--- config.mk ---
export PLATFORM = sky130hd
export DESIGN_NAME = wdog_ctrl
export DESIGN_NICKNAME = d
export VERILOG_FILES = /design/src/rtl/wdog_ctrl.sv
export SDC_FILE = /design/constraint.sdc
export NUM_CORES = 1
export LEC_CHECK = 0
export CAP_MARGIN = 10
export CORE_MARGIN = 3
export CORE_UTILIZATION = 45
export DETAILED_ROUTE_END_ITERATION = 7
export HOLD_SLACK_MARGIN = 0.06
export PLACE_DENSITY = 0.74
export SLEW_MARGIN = 25
export SYNTH_ARGS = -nofsm -noshare
export SYNTH_HDL_FRONTEND = slang
export SYNTH_SLANG_ARGS = --single-unit
--- constraint.sdc ---
create_clock -name clk -period 5.65 [get_ports clk]
set_input_delay 0.8475 -clock clk [delete_from_list [all_inputs] [get_ports clk]]
set_output_delay 0.8475 -clock clk [all_outputs]
set_load 0.01 [all_outputs]
--- src/rtl/wdog_ctrl.sv ---
// Watchdog supervisor: IDLE->RUN->WARN->BITE countdown; optional early-pet window via WDOG_WINDOW_EN.
// Latency: registered outputs, state moves on the clk edge after the cause; no backpressure, arm/pet sampled every cycle.
module wdog_ctrl #(
    parameter int unsigned BITE_CYCLES = 16
) (
    input  logic        clk,
    input  logic        Rst,
    input  logic        arm,
    input  logic        pet,
    input  logic [31:0] cfg_timeout,
    input  logic [31:0] cfg_grace,
    input  logic [31:0] cfg_window,
    output logic        warn,
    output logic        bite,
    output logic [1:0]  state,
    output logic        early,
    output logic [7:0]  bite_cnt
);

    typedef enum logic [1:0] {
        IDLE = 2'd0,
        RUN  = 2'd1,
        WARN = 2'd2,
        BITE = 2'd3
    } st_t;

    st_t         st_q, st_d;
    logic [31:0] cnt_q, cnt_d;
    logic [31:0] tmo_q, tmo_d;
    logic [31:0] grc_q, grc_d;
    logic [7:0]  bcnt_q, bcnt_d;
    logic        go_bite;
    logic        pet_early;

`ifdef WDOG_WINDOW_EN
    logic [31:0] win_q;
    logic        early_q;

    // A pet while the countdown is still above the window is treated as runaway software.
    assign pet_early = (cnt_q > win_q);

    always_ff @(posedge clk or posedge Rst) begin
        if (Rst) begin
            win_q   <= '0;
            early_q <= 1'b0;
        end else if (st_q == IDLE && arm) begin
            win_q   <= cfg_window;
            early_q <= 1'b0;
        end else if (st_q == RUN && arm && pet && pet_early) begin
            early_q <= 1'b1;
        end
    end

    assign early = early_q;
`else
    logic unused_window;
    assign unused_window = ^cfg_window;
    assign pet_early     = 1'b0;
    assign early         = 1'b0;
`endif

    always_ff @(posedge clk or posedge Rst) begin
        if (Rst) begin
            st_q   <= IDLE;
            cnt_q  <= '0;
            tmo_q  <= '0;
            grc_q  <= '0;
            bcnt_q <= '0;
        end else begin
            st_q   <= st_d;
            cnt_q  <= cnt_d;
            tmo_q  <= tmo_d;
            grc_q  <= grc_d;
            bcnt_q <= bcnt_d;
        end
    end

    always_comb begin
        st_d    = st_q;
        cnt_d   = cnt_q;
        tmo_d   = tmo_q;
        grc_d   = grc_q;
        bcnt_d  = bcnt_q;
        go_bite = 1'b0;
        case (st_q)
            IDLE: begin
                cnt_d = '0;
                if (arm) begin
                    // Zero periods are clamped to one so the countdown always terminates.
                    tmo_d = (cfg_timeout == 32'd0) ? 32'd1 : cfg_timeout;
                    grc_d = (cfg_grace == 32'd0) ? 32'd1 : cfg_grace;
                    cnt_d = tmo_d;
                    st_d  = RUN;
                end
            end
            RUN: begin
                if (!arm) begin
                    st_d  = IDLE;
                    cnt_d = '0;
                end else if (pet) begin
                    if (pet_early) go_bite = 1'b1;
                    else           cnt_d   = tmo_q;
                end else if (cnt_q == 32'd1) begin
                    st_d  = WARN;
                    cnt_d = grc_q;
                end else begin
                    cnt_d = cnt_q - 32'd1;
                end
            end
            WARN: begin
                if (!arm) begin
                    st_d  = IDLE;
                    cnt_d = '0;
                end else if (pet) begin
                    st_d  = RUN;
                    cnt_d = tmo_q;
                end else if (cnt_q == 32'd1) begin
                    go_bite = 1'b1;
                end else begin
                    cnt_d = cnt_q - 32'd1;
                end
            end
            BITE: begin
                // Counter doubles as the bite-length timer; arm and pet are deliberately ignored.
                if (cnt_q == 32'd1) begin
                    st_d  = IDLE;
                    cnt_d = '0;
                end else begin
                    cnt_d = cnt_q - 32'd1;
                end
            end
            default: begin
                st_d  = IDLE;
                cnt_d = '0;
            end
        endcase
        if (go_bite) begin
            st_d  = BITE;
            cnt_d = 32'(BITE_CYCLES);
            if (bcnt_q != 8'hFF) bcnt_d = bcnt_q + 8'd1;
        end
    end

    assign state    = st_q;
    assign warn     = (st_q == WARN);
    assign bite     = (st_q == BITE);
    assign bite_cnt = bcnt_q;

endmodule

==> impl_metrics.csv <==
group,metric,value,unit
run_status,outcome,"finished clean",
global_routing,grtUsageMet2,40.4,%
global_routing,antenna_found_initial,0,
drt,drt_iter0_markers,578,
synthesis,synth_cells,708,
timing,tightest_slew,0.965,ns
clock_tree,cts_htree_levels,3,
timing,fin_skew,0.00497,ns
synthesis,synth_nets,811,
floorplanning,coreArea,0.0127,mm^2
drt,vias,5615,
drt,drt_wl_total,17400,um
critical_path,crit_chain,"clkdlybuf4s50_1 -> nand2_1 -> nor2_1 -> nand2_1 -> nor2_2 -> nor4_1 -> or3_1",
drt,avgRoutedWirePerCell,18.3,um
timing,hold_violations,0,
clock_tree,postCtsHoldBufs,0,
flow_run,drv_cap,0,
clock_tree,cts_buffer_depth,2,
critical_path,path_class,"input port to flip-flop",
drt,first_pass_iters,5,
global_routing,grt_pass1_vias,5648,
clock_tree,cts_resized,0,
critical_path,critPathMaxStageDelay,0.78,ns
final_layout,nNetsFinal,877,
clock_tree,clk_latency,0.36,ns
critical_path,path_delay_family,"simple AND/OR/NAND/NOR gates",
timing,slew_violations,0,
global_routing,grt_max_degree,66,
critical_path,critPathBufInv,1,
timing,rsz0062_at_grt,"false",
clock_tree,cts_tree,"built",
timing,fin_setup_tns,0,ns
floorplanning,initial_utilization,46.3,%
power_and_ir_drop,p_comb_share,18.4,%
final_layout,postLayoutCellArea,0.00715,mm^2
critical_path,worstSetupStartpointType,"input port",
floorplanning,ioPinCount,113,
critical_path,crit_fanout,13,
global_routing,grtUsageMet3,3.70,%
synthesis,synthFlopType,"dfrtp_1",
final_layout,diodes,0,
power_and_ir_drop,seqPwrFrac,48.3,%
drt,drc_errors,0,
critical_path,endpoint_kind,"flip-flop",
power_and_ir_drop,leakagePower,3.07,nW
timing,setup_viol,0,
synthesis,ys_types,72,
timing,fin_crit_sh,65.3,%
floorplanning,fp.dieH,120,um
synthesis,ys_seq_area_share,45.0,%
timing,max_freq,271,MHz
global_routing,grt_pass1_wl,28400,um
synthesis,syn_area_per_cell,8.33,um^2
final_layout,mostFrequentLayoutCell,"nand2_1",
global_routing,grt_overflow_total,0,
timing,fin_crit,3.69,ns
timing,max-slew-margin-rel,35.3,%
global_routing,grt-busiest-layer,"met2",
critical_path,crit_top_cell,"nand2_1",
clock_tree,cts_buffers,9,
final_layout,mostFrequentLayoutCells,"nand2_1 (210), dfrtp_1 (106), clkdlybuf4s50_1 (79)",
place,portBuffers,79,
floorplanning,rows,41,
global_routing,grtUsageMet1,33.2,%
final_layout,drive_gt1_share,6.30,%
synthesis,syn-cell-area,0.00589,mm^2
power_and_ir_drop,cellPowerDensity,266,mW/mm^2
clock_tree,cts.sinks,106,
clock_tree,root_buffer,"clkbuf_16",
drt,ant_nets,0,
place,place_hpwl,12300,um
worst_hold_path,hold_class,"flip-flop to flip-flop",
critical_path,crit_arrival,3.92,ns
drt,viasPerCell,5.91,
place,gp_congestion,0.920,
synthesis,synthArstFlopShare,100,%
floorplanning,dieArea,0.0145,mm^2
floorplanning,die_w,120,um
clock_tree,clkTransAtPathRegs,0.07,ns
final_layout,syn2layout_area_growth,21.3,%
power_and_ir_drop,intPower,1.35,mW
synthesis,synth_warnings,0,
synthesis,synth_edf_count,0,
final_layout,fin_util,56.2,%
place,placed_area,0.00685,mm^2
synthesis,synth_seq_cells,106,
final_layout,num-fill-cells,1176,
clock_tree,cts_setup_buffers,0,
power_and_ir_drop,power_frac_clock,33.4,%
global_routing,grt_use_total,24.6,%
power_and_ir_drop,switching_share,29.0,%
critical_path,crit_slowest_cell,"clkdlybuf4s50_1",
power_and_ir_drop,ir_drop,0.132,mV
power_and_ir_drop,p_switching,0.551,mW
critical_path,cp.required,5.89,ns
## cells by family after synthesis
family | Yosys count | synth area share (%)
muxes | 3 | 0.573
DFF | 106 | 45.0
AOI/OAI and AO/OA | 138 | 15.3
xor gates and xnor gates | 33 | 4.90
other | 1 | 0.0636
adders and majority gates | 3 | 0.637
buffers and inverters | 45 | 3.23
and+or+nand+nor | 379 | 30.3
## power by group through the flow
stage	Sequential [mW]	Combinational (mW)	Clock [mW]
after floorplan	0.908	0.222	0
after global placement	0.923	0.335	0
after detailed placement	0.928	0.345	0
after CTS	0.914	0.347	0.633
after global routing	0.926	0.391	0.663
final	0.917	0.349	0.634
## state kept, by name, summed over array words and instances, names as in the netlist
signal,count
grc_q,32
bite_cnt,8
tmo_q,32
state,2
cnt_q,32
## final timing paths
kind | end | depth (start not counted) | from | slack [ns]
setup / recovery | cnt_q[0]$_DFFE_PP0P_ | 7 | arm | 1.96
hold / removal | tmo_q[17]$_DFFE_PP0P_ | 2 | tmo_q[17]$_DFFE_PP0P_ | 0.48
setup reg to reg | cnt_q[7]$_DFFE_PP0P_ | 6 | cnt_q[4]$_DFFE_PP0P_ | 2.37
hold reg to reg | tmo_q[17]$_DFFE_PP0P_ | 2 | tmo_q[17]$_DFFE_PP0P_ | 0.48
max in group asynchronous | cnt_q[2]$_DFFE_PP0P_ | 3 | Rst | 3.63
min in group asynchronous | cnt_q[14]$_DFFE_PP0P_ | 2 | Rst | 0.99
## metal layers
layer | wire length, um | part of all wire, %
met1 | 7380 | 43
met2 | 8490 | 49
met3 | 1120 | 6.5
met4 | 367 | 2.1
met5 | 0 | 0
## cell usage after synthesis (3+ instances only)
master	number	area share (%)
buf_1	4	0.25
ha_1	3	0.64
nor2b_1	12	1.3
nor2_1	56	3.6
clkbuf_1	23	1.5
dfrtp_1	106	45
or3_1	5	0.53
a31oi_1	6	0.64
nor3_1	7	0.59
xor2_1	9	1.3
o221ai_1	3	0.45
o21ai_0	39	3.3
nor4_1	24	2.5
and3_1	4	0.42
xnor2_1	24	3.6
a32oi_1	3	0.45
nand4_1	10	1.1
or2_0	3	0.32
a22oi_1	4	0.51
o211ai_1	3	0.38
buf_2	5	0.42
o21a_1	6	0.76
a21oi_1	37	3.1
nand3b_1	3	0.38
nand2_1	210	13
a222oi_1	5	0.85
nand2b_1	4	0.42
nand3_1	16	1.4
mux2_2	3	0.57
o32ai_1	8	1.2
inv_1	8	0.51
## worst register-to-register path, cell delays in order (launching register included)
cell	delay, ns
dfrtp_1	0.45
nor4_4	0.62
and4_1	0.43
nand3_2	0.50
nor3_2	0.78
a222oi_1	0.29
o21ai_0	0.13
## metrics by stage
| stage | worst slack (ns) | hold WS (ns) | cells | total power, mW |
|---|---|---|---|---|
| detailed placement | 1.68 | 0.461 | 934 | 1.27 |
| global route | 1.81 | 0.498 | 950 | 1.98 |
| CTS | 2.05 | 0.477 | 949 | 1.89 |
| floorplan | 2.01 | 0.439 | 708 | 1.13 |
| finish | 1.96 | 0.482 | 950 | 1.90 |
| global placement | 1.79 | 0.455 | 934 | 1.26 |
## final cells by class
class                   instances  area [um^2]  share of cell area, %
repair buffers                 90          890                   12.4
well taps                     172          215                   3.01
inverters                      10         40.0                  0.560
flip-flops and latches        106         2650                   37.1
clock buffers                  12          246                   3.45
multi-input cells             557         3070                   42.9
clock inverters                 3         40.0                  0.560
(Power assumes the default switching activity.)
